--- src/rtl/sub_64_pipe_pkg.sv ---
// sub_64_pipe_pkg: shared sizing defaults and status-flag bit positions for the pipelined subtractor.
package sub_64_pipe_pkg;
    localparam int WIDTH_DEF  = 64;
    localparam int STAGES_DEF = 4;
    localparam int SLICE_W    = WIDTH_DEF / STAGES_DEF;
    // Layout of the packed {neg, zero, ovf, bout} status vector used by the ALU status register
    localparam int FLAG_BOUT  = 0;
    localparam int FLAG_OVF   = 1;
    localparam int FLAG_ZERO  = 2;
    localparam int FLAG_NEG   = 3;
endpackage

--- src/rtl/sub_64_pipe_slice.sv ---
// sub_slice: S-bit adder slice; the caller passes the inverted subtrahend so this computes a + ~b + cin.
module sub_slice
    import sub_64_pipe_pkg::*;
#(
    parameter int S = SLICE_W
) (
    input  logic [S-1:0] a_slice,
    input  logic [S-1:0] nb_slice,
    input  logic         cin,
    output logic [S-1:0] s_slice,
    output logic         cout
);
    assign {cout, s_slice} = {1'b0, a_slice} + {1'b0, nb_slice} + {{S{1'b0}}, cin};
endmodule

--- src/rtl/sub_64_pipe.sv ---
// sub_64_pipe: pipelined a - b - bin over STAGES slices with valid/ready on both ends and status flags.
module sub_64_pipe
    import sub_64_pipe_pkg::*;
#(
    parameter int WIDTH  = WIDTH_DEF,
    parameter int STAGES = STAGES_DEF
) (
    input  logic             clk,
    input  logic             reset,
    input  logic             in_valid,
    output logic             in_ready,
    input  logic [WIDTH-1:0] a,
    input  logic [WIDTH-1:0] b,
    input  logic             bin,
    output logic             out_valid,
    input  logic             out_ready,
    output logic [WIDTH-1:0] diff,
    output logic             bout,
    output logic             ovf,
    output logic             zero,
    output logic             neg
);
    localparam int S = WIDTH / STAGES;
    localparam int L = STAGES - 1;

    logic [STAGES-1:0] valid_q, bw_q, am_q, bm_q;
    logic [STAGES-1:0] bw_d, am_d, bm_d, src_v, sc, sco;
    logic [STAGES:0]   ld;
    logic [WIDTH-1:0]  diff_q [STAGES];
    logic [WIDTH-1:0]  diff_d [STAGES];
    logic [WIDTH-1:0]  a_q [L];
    logic [WIDTH-1:0]  b_q [L];
    logic [WIDTH-1:0]  a_d [L];
    logic [WIDTH-1:0]  b_d [L];
    logic [S-1:0]      sa [STAGES];
    logic [S-1:0]      snb [STAGES];
    logic [S-1:0]      ss [STAGES];
    logic [3:0]        st;

    assign src_v = {valid_q[L-1:0], in_valid};

    // A stage may load when empty or when its successor takes its contents this cycle
    always_comb begin
        ld[STAGES] = out_ready;
        for (int k = L; k >= 0; k--) ld[k] = ~valid_q[k] | ld[k+1];
    end

    genvar i;
    generate
        for (i = 0; i < STAGES; i++) begin : g_st
            if (i == 0) begin : g_first
                assign sa[i]     = a[S-1:0];
                assign snb[i]    = ~b[S-1:0];
                assign sc[i]     = ~bin;
                assign diff_d[i] = WIDTH'(ss[i]);
                assign am_d[i]   = a[WIDTH-1];
                assign bm_d[i]   = b[WIDTH-1];
                assign a_d[i]    = a;
                assign b_d[i]    = b;
            end else begin : g_rest
                assign sa[i]     = a_q[i-1][i*S +: S];
                assign snb[i]    = ~b_q[i-1][i*S +: S];
                assign sc[i]     = ~bw_q[i-1];
                assign diff_d[i] = diff_q[i-1] | (WIDTH'(ss[i]) << (i*S));
                assign am_d[i]   = am_q[i-1];
                assign bm_d[i]   = bm_q[i-1];
                if (i < L) begin : g_pass
                    assign a_d[i] = a_q[i-1];
                    assign b_d[i] = b_q[i-1];
                end
            end
            // Borrows rather than carries are stored so the cleared state reads as bout=0
            assign bw_d[i] = ~sco[i];
            sub_slice #(.S(S)) u_slice (
                .a_slice (sa[i]),
                .nb_slice(snb[i]),
                .cin     (sc[i]),
                .s_slice (ss[i]),
                .cout    (sco[i])
            );
        end
    endgenerate

    always_ff @(posedge clk or posedge reset) begin
        if (reset) begin
            valid_q <= '0;
            bw_q    <= '0;
            am_q    <= '0;
            bm_q    <= '0;
            for (int k = 0; k < STAGES; k++) diff_q[k] <= '0;
            for (int k = 0; k < L; k++) begin
                a_q[k] <= '0;
                b_q[k] <= '0;
            end
        end else begin
            for (int k = 0; k < STAGES; k++) begin
                if (ld[k]) valid_q[k] <= src_v[k];
                if (ld[k] && src_v[k]) begin
                    diff_q[k] <= diff_d[k];
                    bw_q[k]   <= bw_d[k];
                    am_q[k]   <= am_d[k];
                    bm_q[k]   <= bm_d[k];
                end
            end
            for (int k = 0; k < L; k++) begin
                if (ld[k] && src_v[k]) begin
                    a_q[k] <= a_d[k];
                    b_q[k] <= b_d[k];
                end
            end
        end
    end

    assign st[FLAG_BOUT] = bw_q[L];
    assign st[FLAG_OVF]  = (am_q[L] ^ bm_q[L]) & (am_q[L] ^ diff_q[L][WIDTH-1]);
    assign st[FLAG_ZERO] = diff_q[L] == '0;
    assign st[FLAG_NEG]  = diff_q[L][WIDTH-1];

    assign in_ready  = ld[0];
    assign out_valid = valid_q[L];
    assign diff      = diff_q[L];
    assign bout      = st[FLAG_BOUT];
    assign ovf       = st[FLAG_OVF];
    assign zero      = st[FLAG_ZERO];
    assign neg       = st[FLAG_NEG];
endmodule

--- config.mk ---
export PLATFORM = sky130hd
export DESIGN_NAME = sub_64_pipe
export DESIGN_NICKNAME = d
export VERILOG_FILES = /design/src/rtl/sub_64_pipe_pkg.sv /design/src/rtl/sub_64_pipe_slice.sv /design/src/rtl/sub_64_pipe.sv
export SDC_FILE = /design/constraint.sdc
export NUM_CORES = 1
export LEC_CHECK = 0
export ABC_AREA = 1
export BUFFER_PORTS_ARGS = -buffer_cell sky130_fd_sc_hd__buf_2
export CORE_MARGIN = 1.5
export CORE_UTILIZATION = 53
export DETAILED_ROUTE_END_ITERATION = 6
export GPL_TIMING_DRIVEN = 0
export PLACE_DENSITY = 0.74
export SLEW_MARGIN = 20
export SYNTH_ARGS = -nofsm -noshare
export SYNTH_HDL_FRONTEND = slang
export SYNTH_SLANG_ARGS = --single-unit
--- constraint.sdc ---
create_clock -name clk -period 9.9 [get_ports clk]
set_input_delay 0 -clock clk [delete_from_list [all_inputs] [get_ports clk]]
set_output_delay 0 -clock clk [all_outputs]
set_load 0.05 [all_outputs]
==> impl_metrics.json <==
{
  "clk_latency_ps": 530,
  "first_pass_iters": 5,
  "antenna_found_initial": 0,
  "totalWireLength_um": 46100,
  "syn_inst": 2260,
  "fillCellCount": 2792,
  "hold_viol_final": 0,
  "final_common_cell": "nand2_1",
  "die_y_um": 185,
  "max-slew-margin-rel": 0.515,
  "final_cells": 3097,
  "hp-class": "in2reg",
  "die_width_um": 185,
  "finalSetupViolCount": 0,
  "grt_max_degree": 37,
  "rsz0062_at_grt": "no",
  "path_cells": "nor4_1 -> nand2_1 -> nor2_1 -> nand2_1 -> nor2_1 -> buf_2",
  "rows": 66,
  "cts_made_buffers": 39,
  "multi_input_area_sq_um": 7070,
  "max_freq_ghz": 0.426,
  "ff_latch_area_sq_um": 9060,
  "path_clk_slew_ps": 60,
  "arrival_ps": 2350,
  "synthesis.nets": 2461,
  "htreeDepth": 2,
  "overflow": 0,
  "p_total_mw": 6.19,
  "synth_cell_types": 27,
  "worst-setup-path-type": "reg2out",
  "finClkSkew_ps": 11.3,
  "synth-seq-cells": 362,
  "portBuffers": 202,
  "io-pin-count": 203,
  "final_cell_mix": "1078 x nand2_1, 362 x dfrtp_1, 268 x inv_1",
  "pre_cts_slack_ps": 7650,
  "cts_tree": "done",
  "synth_area_sq_um": 17500,
  "power_density_nw_per_um2": 285,
  "maxCapViolCount": 0,
  "worstPathRequired_ps": 9900,
  "yosysSeqAreaShare": 0.517,
  "yosysTopAreaCellShare": 0.517,
  "drc": 0,
  "synth_area_leaders": "dfrtp_1 52%, nand2_1 23%, inv_1 5.8%",
  "initial_core_util": 0.538,
  "syn_avg_cell_area_sq_um": 7.75,
  "grt.total_usage": 0.276,
  "wl_per_cell_um": 14.9,
  "outcome": "completed",
  "crit_buf_inv": 1,
  "dp_hpwl_um": 33100,
  "placed_cell_area_sq_um": 19300,
  "drt-vias-per-instance": 4.98,
  "cts_root_buf": "clkbuf_16",
  "start_kind": "flop",
  "drtIter0Drc": 953,
  "worst_pin_slew_ps": 728,
  "dp.cells": 2915,
  "fin_setup_tns_ps": 0,
  "nets": 2827,
  "maxSlewViolCount": 0,
  "grt_first_pass_wirelength_um": 74200,
  "critPathMaxStageDelay_ps": 400,
  "num_vias": 15400,
  "min_period_ps": 2350,
  "synth_warnings": 0,
  "ir_worst_vdd_mv": 0.153,
  "crit_path_max_fanout": 3,
  "final_area_sq_um": 21800,
  "core_sq_um": 32500,
  "final_layout_size_suffix_gt1_frac": 0.130,
  "holdWs_ps": 9.80,
  "period_share": 0.237,
  "timing.reg2reg.setup_slack_ps": 7620,
  "slowest_stage": "dfrtp_1",
  "first_global_vias": 14900,
  "crit_path_end_kind": "primary output",
  "setup_ws_ps": 7550,
  "area_delta_synth_final_pct": 24.3,
  "num_antenna_cells": 0,
  "place_congestion": 0.878,
  "dieArea_sq_um": 34100,
  "drtAntennaViolNets": 0,
  "cpLargestDelayFamily": "simple AND/OR/NAND/NOR gates",
  "cts_sinks": 362,
  "leakage_nw": 12.1,
  "clock_path_buffers": 3,
  "yosys.area.top_type": "dfrtp_1",
  "utilization": 0.669
}
[timing repair]
action / in CTS / in global routing
buffers inserted: 0 / 0
hold buffers: 112 / 0
resized for setup: 0 / 0
hold endpoints to repair: 275 / 0
endpoints found under the setup margin: 0 / 0
[cell type report]
type                       count  share of cell area
clock inverter                13             0.00897
buffer                        76              0.0165
inverter                     274              0.0474
clock buffer                  57              0.0527
multi-input combinational   1548               0.325
tap                          442              0.0254
sequential                   362               0.416
timing repair buffer         325               0.108
[cells by family (layout without fill, tap and decap cells)]
logic type / count (synthesis) / after routing / share of synthesized area
adders and majority gates: 68 / 68 / 0.0520
xor gates and xnor gates: 16 / 16 / 0.00800
buffers and inverters: 350 / 745 / 0.0792
AOI/OAI and AO/OA: 188 / 188 / 0.0540
DFF: 362 / 362 / 0.517
and+or+nand+nor: 1276 / 1276 / 0.290
[registers in the layout, indices dropped and copies added, names as in the netlist]
register  cells
a_q          15
diff_q       96
diff         64
bm_q          4
a_d          78
am_q          4
b_d          78
valid_q       4
bw_q          4
b_q          15
[final timing paths]
kind                                          from                      end  cells after the start
setup / recovery              diff[60]$_DFFE_PP0P_                     zero                      6
max in group asynchronous                    reset   diff_q[70]$_DFFE_PP0P_                      9
hold reg to reg            diff_q[156]$_DFFE_PP0P_   diff_q[92]$_DFFE_PP0P_                      2
setup reg to reg               bw_q[0]$_DFFE_PP0P_  diff_q[150]$_DFFE_PP0P_                     10
min in group asynchronous                    reset     b_d[114]$_DFFE_PP0P_                      4
hold / removal                               a[12]  diff_q[204]$_DFFE_PP0P_                      5
[routing by layer]
layer  track usage  vias to the layer above  routed length [um]
li1              -                     7652                   -
met2         0.475                      417               22500
met3        0.0494                       94                2600
met1         0.353                     7247               19500
met5             0                        -                   0
met4        0.0933                        0                1500
[cells in the mapped netlist, drive strengths merged]
cell and number:
and2 5, o21ai 155, a21oi 31, dfrtp 362
o21bai 2, inv 274, fa 8, nand3b 11
nand4 4, nand2 1078, nor3 15, xnor2 11
nand3 79, ha 60, clkbuf 28, xor2 5
nor4 16, nor2 54, or2 14, buf 48
[worst min-delay path: stages]
cell     delay [ps]
buf_2            80
ha_1            210
nand2_1          70
nand3_1          70
nand2_1          60
[power breakdown]
part / internal [mW] / switching [mW] / total (mW)
clock: 0.933 / 0.589 / 1.52
sequential: 1.94 / 0.282 / 2.22
combinational: 0.770 / 1.68 / 2.45
total: 3.64 / 2.56 / 6.19
Power figures use the tool's default switching activity.
